--- src/rtl/da_platform.sv ---
// Shared serial-interface platform constants: shift-FSM state encoding,
// serializer defaults and a counter-width helper.
package da_platform;

   localparam logic SER_ST_IDLE  = 1'b0;
   localparam logic SER_ST_SHIFT = 1'b1;

   typedef enum logic {
      ST_IDLE  = SER_ST_IDLE,
      ST_SHIFT = SER_ST_SHIFT
   } ser_state_e;

   localparam int SER_NB_DEFAULT = 8;
   localparam int SER_ND_DEFAULT = 2;

   // Counter width for a 0..n-1 range, never narrower than one bit.
   function automatic int cnt_width(input int n);
      return (n > 1) ? $clog2(n) : 1;
   endfunction

endpackage

--- src/rtl/bitclk_gen.sv ---
// Bit-clock generator: phase counter over Nd clk cycles, toggling sclk on
// every wrap and flagging the cycles in which sclk is about to rise or fall.
module bitclk_gen
   import da_platform::*;
#(
   parameter int Nd = SER_ND_DEFAULT
)(
   input  logic clk,
   input  logic reset,
   input  logic en_i,
   output logic sclk_o,
   output logic rise_o,
   output logic fall_o
);

   localparam int PW = cnt_width(Nd);

   logic [PW-1:0] phase_q, phase_d;
   logic          sclk_q, sclk_d;
   logic          wrap;

   assign wrap = en_i && (phase_q == PW'(Nd - 1));

   always_comb begin
      phase_d = phase_q;
      sclk_d  = sclk_q;
      if (!en_i) begin
         phase_d = '0;
      end else if (wrap) begin
         phase_d = '0;
         sclk_d  = ~sclk_q;
      end else begin
         phase_d = phase_q + 1'b1;
      end
   end

   always_ff @(posedge clk) begin
      if (reset) begin
         phase_q <= '0;
         sclk_q  <= 1'b0;
      end else begin
         phase_q <= phase_d;
         sclk_q  <= sclk_d;
      end
   end

   assign sclk_o = sclk_q;
   assign rise_o = wrap && !sclk_q;
   assign fall_o = wrap &&  sclk_q;

endmodule

--- src/rtl/serializer.sv ---
// Parallel-to-serial transmitter: MSB-first shift-out with bit clock, frame
// marker on the MSB and seamless back-to-back words.
module serializer
   import da_platform::*;
#(
   parameter int Nb         = SER_NB_DEFAULT,
   parameter int Nd         = SER_ND_DEFAULT,
   parameter bit idle_level = 1'b0
)(
   input  logic          clk,
   input  logic          reset,
   input  logic [Nb-1:0] data_in,
   input  logic          data_valid,
   output logic          data_ready,
   output logic          sdata,
   output logic          sclk,
   output logic          frame,
   output logic          busy
);

   localparam int BW = cnt_width(Nb);

   ser_state_e    state_q, state_d;
   logic [Nb-1:0] shreg_q, shreg_d;
   logic [BW-1:0] bit_q, bit_d;
   logic          frame_q, frame_d;
   logic          run, rise, fall, last_fall, xfer;

   assign run = (state_q == ST_SHIFT);

   bitclk_gen #(.Nd(Nd)) u_bitclk (
      .clk    (clk),
      .reset  (reset),
      .en_i   (run),
      .sclk_o (sclk),
      .rise_o (rise),
      .fall_o (fall)
   );

   // The final clk cycle of the final bit is the only in-flight accept slot.
   assign last_fall  = fall && (bit_q == BW'(Nb - 1));
   assign data_ready = !reset && ((state_q == ST_IDLE) || last_fall);
   assign xfer       = data_valid && data_ready;

   always_comb begin
      state_d = state_q;
      shreg_d = shreg_q;
      bit_d   = bit_q;
      frame_d = frame_q;
      case (state_q)
         ST_IDLE: begin
            if (xfer) begin
               state_d = ST_SHIFT;
               shreg_d = data_in;
               bit_d   = '0;
               frame_d = 1'b1;
            end
         end
         ST_SHIFT: begin
            if (fall) begin
               frame_d = 1'b0;
               if (last_fall) begin
                  bit_d = '0;
                  if (xfer) begin
                     shreg_d = data_in;
                     frame_d = 1'b1;
                  end else begin
                     state_d = ST_IDLE;
                     shreg_d = '0;
                  end
               end else begin
                  shreg_d = {shreg_q[Nb-2:0], 1'b0};
                  bit_d   = bit_q + 1'b1;
               end
            end
         end
         default: state_d = ST_IDLE;
      endcase
   end

   always_ff @(posedge clk) begin
      if (reset) begin
         state_q <= ST_IDLE;
         shreg_q <= '0;
         bit_q   <= '0;
         frame_q <= 1'b0;
      end else begin
         state_q <= state_d;
         shreg_q <= shreg_d;
         bit_q   <= bit_d;
         frame_q <= frame_d;
      end
   end

   // A rise strobe outside SHIFT, or coinciding with a fall, means the
   // phase counter and the FSM have drifted apart.
   always_ff @(posedge clk) begin
      if (!reset && rise) assert (run && !fall);
   end

   assign sdata = run ? shreg_q[Nb-1] : idle_level;
   assign frame = frame_q;
   assign busy  = run;

endmodule

--- config.mk ---
export PLATFORM = sky130hd
export DESIGN_NAME = serializer
export DESIGN_NICKNAME = d
export VERILOG_FILES = /design/src/rtl/da_platform.sv /design/src/rtl/bitclk_gen.sv /design/src/rtl/serializer.sv
export SDC_FILE = /design/constraint.sdc
export NUM_CORES = 1
export LEC_CHECK = 0
export CAP_MARGIN = 20
export CELL_PAD_IN_SITES_DETAIL_PLACEMENT = 1
export CELL_PAD_IN_SITES_GLOBAL_PLACEMENT = 1
export CORE_UTILIZATION = 37
export CTS_CLUSTER_DIAMETER = 40
export DETAILED_ROUTE_END_ITERATION = 16
export PLACE_DENSITY = 0.88
export SYNTH_ARGS = -nofsm -noshare
export SYNTH_HDL_FRONTEND = slang
export SYNTH_SLANG_ARGS = --single-unit
--- constraint.sdc ---
create_clock -name clk -period 2.6 [get_ports clk]
set_input_delay 0.39 -clock clk [delete_from_list [all_inputs] [get_ports clk]]
set_output_delay 0.39 -clock clk [all_outputs]
set_load 0.005 [all_outputs]
==> impl_metrics.env, run 1 <==
export IMPL_finalSetupViolCount=0
export IMPL_fin_setup_tns_ns=0
export IMPL_syn_avg_cell_area_um2=9.159
export IMPL_async_reset_ff_frac=0
export IMPL_max_cap_viol_count=0
export IMPL_synth_area_um2=686.9
export IMPL_min_period_ns=2.251
export IMPL_drt_pass1_iter_count=4
export IMPL_p_leak_nw=0.2983
export IMPL_p_sw_mw=0.1112
export IMPL_cp_common_cell="ha_1"
export IMPL_cts_hold_buffers=0
export IMPL_grt_pass1_vias=634
export IMPL_final_hold_violation_count=0
export IMPL_detailed_place_hpwl_um=1308
export IMPL_cts_buffers=3
export IMPL_drc=0
export IMPL_ys_seq_area_frac=0.4372
export IMPL_cp_slowest_cell="clkdlybuf4s50_1"
export IMPL_p_int_mw=0.3352
export IMPL_syn_nets=88
export IMPL_ys_warn_count=0
export IMPL_cts_sinks=15
export IMPL_crit_required_ns=2.21
export IMPL_post_cts_buffers=0
export IMPL_num_vias=663
export IMPL_dieArea_mm2=0.002033
export IMPL_antenna_cells=0
export IMPL_die_x_um=45.09
export IMPL_clk_latency_ns=0.29
export IMPL_crit_buf_inv=1
export IMPL_dieHeight_um=45.09
export IMPL_clock_skew_ns=0.004040
export IMPL_cp_start_kind="flip-flop"
export IMPL_seq_power_share=0.563
export IMPL_switching_share=0.2491
export IMPL_vdd_drop_max_mv=0.2314
export IMPL_overflow=0
export IMPL_drive_above_1_share=0.05682
export IMPL_cts_buffer_depth=2
export IMPL_synthCells=75
export IMPL_coreArea_mm2=0.001727
export IMPL_critical_path_top_delay_family="buffers and inverters"
export IMPL_worstPathArrival_ns=1.86
export IMPL_worst_slew_margin_rel=0.6642
export IMPL_grt_pass1_wl_um=3063
export IMPL_rsz0062_at_grt="false"
export IMPL_num_rows=15
export IMPL_port_buffer_count=15
export IMPL_synth_seq_cells=15
export IMPL_endpoint_kind="output pin"
export IMPL_synthToLayoutAreaGrowth_pct=25.14
export IMPL_finalCritPeriodShare=0.8658
export IMPL_final_cell_mix="15 x dfxtp_1, 15 x clkdlybuf4s50_1, 13 x a21oi_1"
export IMPL_fillers=211
export IMPL_cts_tree="yes"
export IMPL_start_util=0.3978
export IMPL_power_density_mw_per_mm2=519.3
export IMPL_clk_pin_slew_worst_paths_ns=0.09
export IMPL_fmax_mhz=444.2
export IMPL_routedWlPerCell_um=16.63
export IMPL_outcome="complete, no violations"
export IMPL_synth_edf_count=0
export IMPL_root_buffer="clkbuf_4"
export IMPL_gp_congestion=0.7185
export IMPL_power_frac_comb=0.134
export IMPL_io_pins=16
export IMPL_crit_chain="ha_1 > ha_1 > nand3_1 > a21oi_1 > clkdlybuf4s50_1"
export IMPL_worstMarginPinSlew_ns=0.5023
export IMPL_hold_class="flip-flop to flip-flop"
export IMPL_slew_violations=0
export IMPL_cpPeakStageDelay_ns=0.54
export IMPL_criticalPathCategory="flip-flop to output pin"
export IMPL_drt_antenna_violating_nets=0
export IMPL_final_util=0.4978
export IMPL_via_per_inst=5.867
export IMPL_postCtsResizedCells=0
export IMPL_final_nets=102
export IMPL_antenna_found_initial=0
export IMPL_finalWirelength_um=1879
export IMPL_cts_htree_levels=1
export IMPL_synth_ff_type="dfxtp_1"
export IMPL_initialDrtViolationCount=11
export IMPL_synth_cell_types=21
export IMPL_groute_usage_overall=0.2178
export IMPL_power_frac_clock=0.302
export IMPL_cp_max_fo=3
export IMPL_grt_max_degree=13
## power groups by stage
stage	sequential [mW]	clock, mW	combinational [mW]
floorplan	0.253	0	0.0329
global placement	0.256	0	0.0571
detailed placement	0.257	0	0.0606
CTS	0.251	0.135	0.0607
global route	0.253	0.151	0.0650
finish	0.251	0.135	0.0600
## synth_stat cells, drive strengths merged (2+ instances only)
cell type / n / area share
a21oi: 13 / 0.095
clkbuf: 2 / 0.011
nor2: 3 / 0.016
dfxtp: 15 / 0.44
nand3: 5 / 0.036
nand2: 2 / 0.011
ha: 2 / 0.036
o211ai: 8 / 0.087
nand2b: 2 / 0.018
a32oi: 8 / 0.10
buf: 6 / 0.062
## worst reg2reg max path, stage by stage (launching register included)
cell and delay (ns):
dfxtp_1 0.34, ha_1 0.21, ha_1 0.21, and4b_1 0.49, a32oi_1 0.09, a21oi_1 0.16
## flip-flops by register name (all words and copies together), names as in the netlist
register,flops
frame,1
u_bitclk.sclk_o,1
busy,1
u_bitclk.phase_q,1
shreg_q,8
bit_q,3
## final timing paths
| check | startpoint | to | slack (ns) | depth (start not counted) |
|---|---|---|---|---|
| worst min register to register | frame | frame | 0.46 | 2 |
| worst min-delay path | frame | frame | 0.46 | 2 |
| worst max-delay path | bit_q[0] | data_ready | 0.35 | 5 |
| worst max register to register | bit_q[0] | shreg_q[7] | 1.02 | 5 |
## stage by stage
step | hold WS, ns | std cells | total power [mW] | setup WS, ns | area, um^2
6_report | 0.4623 | 113 | 0.4464 | 0.3490 | 859.6
5_1_grt | 0.4960 | 113 | 0.4691 | 0.2746 | 859.6
4_1_cts | 0.4660 | 113 | 0.4465 | 0.3616 | 859.6
3_5_place_dp | 0.4536 | 109 | 0.3172 | 0.4522 | 833.3
3_3_place_gp | 0.4450 | 109 | 0.3129 | 0.5343 | 833.3
2_1_floorplan | 0.4434 | 75 | 0.2856 | 1.204 | 686.9
## final cells by class
| class | instances | area [um^2] | share of cell area |
|---|---|---|---|
| clock buffer | 4 | 26.28 | 0.03057 |
| inverter | 1 | 3.754 | 0.004367 |
| multi-input combinational | 51 | 332.8 | 0.3872 |
| sequential | 15 | 300.3 | 0.3493 |
| tap | 25 | 31.28 | 0.03639 |
| timing repair buffer | 17 | 165.2 | 0.1921 |
## routing by layer
layer	part of all wire	global-route usage
met2	0.52	0.3333
met3	0.034	0.04800
met1	0.42	0.2882
met5	0	0
met4	0.023	0.1091
## cell families after synthesis
| kind of cell | share of synthesized area |
|---|---|
| fa+ha+maj | 0.03642 |
| buf+inv | 0.07832 |
| flops | 0.4372 |
| xor+xnor | 0.01275 |
| compound gates | 0.2914 |
| simple gates | 0.1439 |
Note: power is estimated with default switching activity, not from simulation.
==> inputs of run 2 (changes only) <==
- CORE_UTILIZATION: 37 -> 35
- CTS_CLUSTER_DIAMETER: 40 -> 80
- PLACE_DENSITY: 0.88 -> 0.84
==> run 2 against run 1 <==
Effect of this change:
- critical path depth did not move
- register-to-register slack better by 0.03 ns
- cell count is 0.88% higher
- sequential share of layout area fell by 0.35 points
- sequential cell count is the same
- combinational power grew 0.7%
- core utilization shrank 1.1 points
- worst setup slack improved by 0.067 ns
- first-iteration DRC count up 9.1%
- cell area grew 1.0%
- hold slack got worse by 0.0035 ns
- highest routed layer unchanged
- global-route usage down 2.6 points
==> impl_metrics.env, run 2 (synthesis results as in run 1) <==
export IMPL_vdd_drop_max_mv=0.3007
export IMPL_min_period_ns=2.184
export IMPL_cts_buffer_depth=2
export IMPL_postCtsResizedCells=0
export IMPL_whs_path_depth=2
export IMPL_die_x_um=46.30
export IMPL_drt_pass1_iter_count=3
export IMPL_worst_hold_slack_ns=0.4589
export IMPL_overflow=0
export IMPL_initialDrtViolationCount=12
export IMPL_worstMarginPinSlew_ns=0.4698
export IMPL_worstPathArrival_ns=1.79
export IMPL_final_util=0.4870
export IMPL_num_vias=628
export IMPL_finalCritPeriodShare=0.8398
export IMPL_num_rows=15
export IMPL_reg_top3="shreg_q: 8 flops, bit_q: 3 flops"
export IMPL_gp_congestion=0.7198
export IMPL_cts_sinks=15
export IMPL_cp_slowest_cell="clkdlybuf4s50_1"
export IMPL_dieArea_mm2=0.002144
export IMPL_synthToLayoutAreaGrowth_pct=26.41
export IMPL_cts_htree_levels=1
export IMPL_slew_violations=0
export IMPL_max_cap_viol_count=0
export IMPL_outcome="complete, no violations"
export IMPL_endpoint_kind="output pin"
export IMPL_fmax_mhz=458.0
export IMPL_root_buffer="clkbuf_4"
export IMPL_rsz0062_at_grt="false"
export IMPL_antenna_cells=0
export IMPL_final_cell_count_no_fill=114
export IMPL_routedWlPerCell_um=15.32
export IMPL_criticalPathCategory="flip-flop to output pin"
export IMPL_drc=0
export IMPL_dieHeight_um=46.30
export IMPL_clock_skew_ns=0.001101
export IMPL_coreArea_mm2=0.001783
export IMPL_cpPeakStageDelay_ns=0.51
export IMPL_finalSetupViolCount=0
export IMPL_p_leak_nw=0.3058
export IMPL_fin_setup_tns_ns=0
export IMPL_placed_cells=110
export IMPL_top_register="shreg_q"
export IMPL_groute_usage_overall=0.1918
export IMPL_antenna_found_initial=0
export IMPL_fillers=218
export IMPL_cp_start_kind="flip-flop"
export IMPL_dp_worst_setup_slack_ns=0.6839
export IMPL_clk_pin_slew_worst_paths_ns=0.09
export IMPL_grt_pass1_wl_um=2773
export IMPL_power_density_mw_per_mm2=518.4
export IMPL_grt_max_degree=13
export IMPL_largest_reg_flops=8
export IMPL_cts_buffers=3
export IMPL_detailed_place_hpwl_um=1223
export IMPL_power_mw=0.4502
export IMPL_cp_max_fo=3
export IMPL_crit_required_ns=2.21
export IMPL_finalWirelength_um=1746
export IMPL_crit_chain="ha_1 > ha_1 > nand3_1 > a21oi_1 > clkdlybuf4s50_1"
export IMPL_port_buffer_count=15
export IMPL_postLayoutSetupSlackWorst_ns=0.4164
export IMPL_start_util=0.3853
export IMPL_grt_pass1_vias=579
export IMPL_drt_antenna_violating_nets=0
export IMPL_cts_tree="yes"
export IMPL_cp_common_cell="ha_1"
export IMPL_worstRegToRegCells=5
export IMPL_hold_class="flip-flop to flip-flop"
export IMPL_finalInstanceArea_um2=868.3
export IMPL_worst_slew_margin_rel=0.6859
export IMPL_final_cell_mix="15 x dfxtp_1, 15 x clkdlybuf4s50_1, 13 x a21oi_1"
export IMPL_via_per_inst=5.509
export IMPL_clk_latency_ns=0.30
export IMPL_final_nets=103
export IMPL_post_cts_buffers=0
export IMPL_final_hold_violation_count=0
export IMPL_drive_above_1_share=0.07865
export IMPL_placed_area_um2=840.8
export IMPL_io_pins=16
export IMPL_cts_hold_buffers=0
-- run 2: final timing paths --
path                  from         end  slack (ns)
setup / recovery  bit_q[0]  data_ready        0.42
setup reg to reg  bit_q[0]  shreg_q[5]        1.05
hold reg to reg      frame       frame        0.46
hold / removal       frame       frame        0.46
-- run 2: critical path, delay by kind of cell, from the launching register on --
kind / cells / cell delay (ns)
adder cells (fa/ha/maj): 2 / 0.35
AND/OR/NAND/NOR: 1 / 0.11
buffers and inverters: 1 / 0.51
AO/OA/AOI/OAI: 1 / 0.16
flip-flops: 1 / 0.37
-- run 2: area by class of cell --
| cell class | instances | area (um^2) | share of cell area |
|---|---|---|---|
| Tap cell | 25 | 31.28 | 0.03602 |
| Multi-Input combinational cell | 51 | 332.8 | 0.3833 |
| Sequential cell | 15 | 300.3 | 0.3458 |
| Clock inverter | 1 | 5.005 | 0.005764 |
| Timing Repair Buffer | 18 | 172.7 | 0.1988 |
| Clock buffer | 3 | 22.52 | 0.02594 |
| Inverter | 1 | 3.754 | 0.004323 |
-- run 2: power by group --
group          leakage [nW]  internal, mW  switching (mW)
sequential            0.123         0.241         0.00998
clock                0.0177        0.0574          0.0811
combinational         0.165        0.0353          0.0251
total                 0.306         0.334           0.116
-- run 2: per-layer routing --
layer	track usage	routed length, um	part of all wire
met2	0.2806	824	0.47
met4	0.1294	44	0.025
met5	0	0	0
met3	0.04706	47	0.027
met1	0.2447	830	0.48
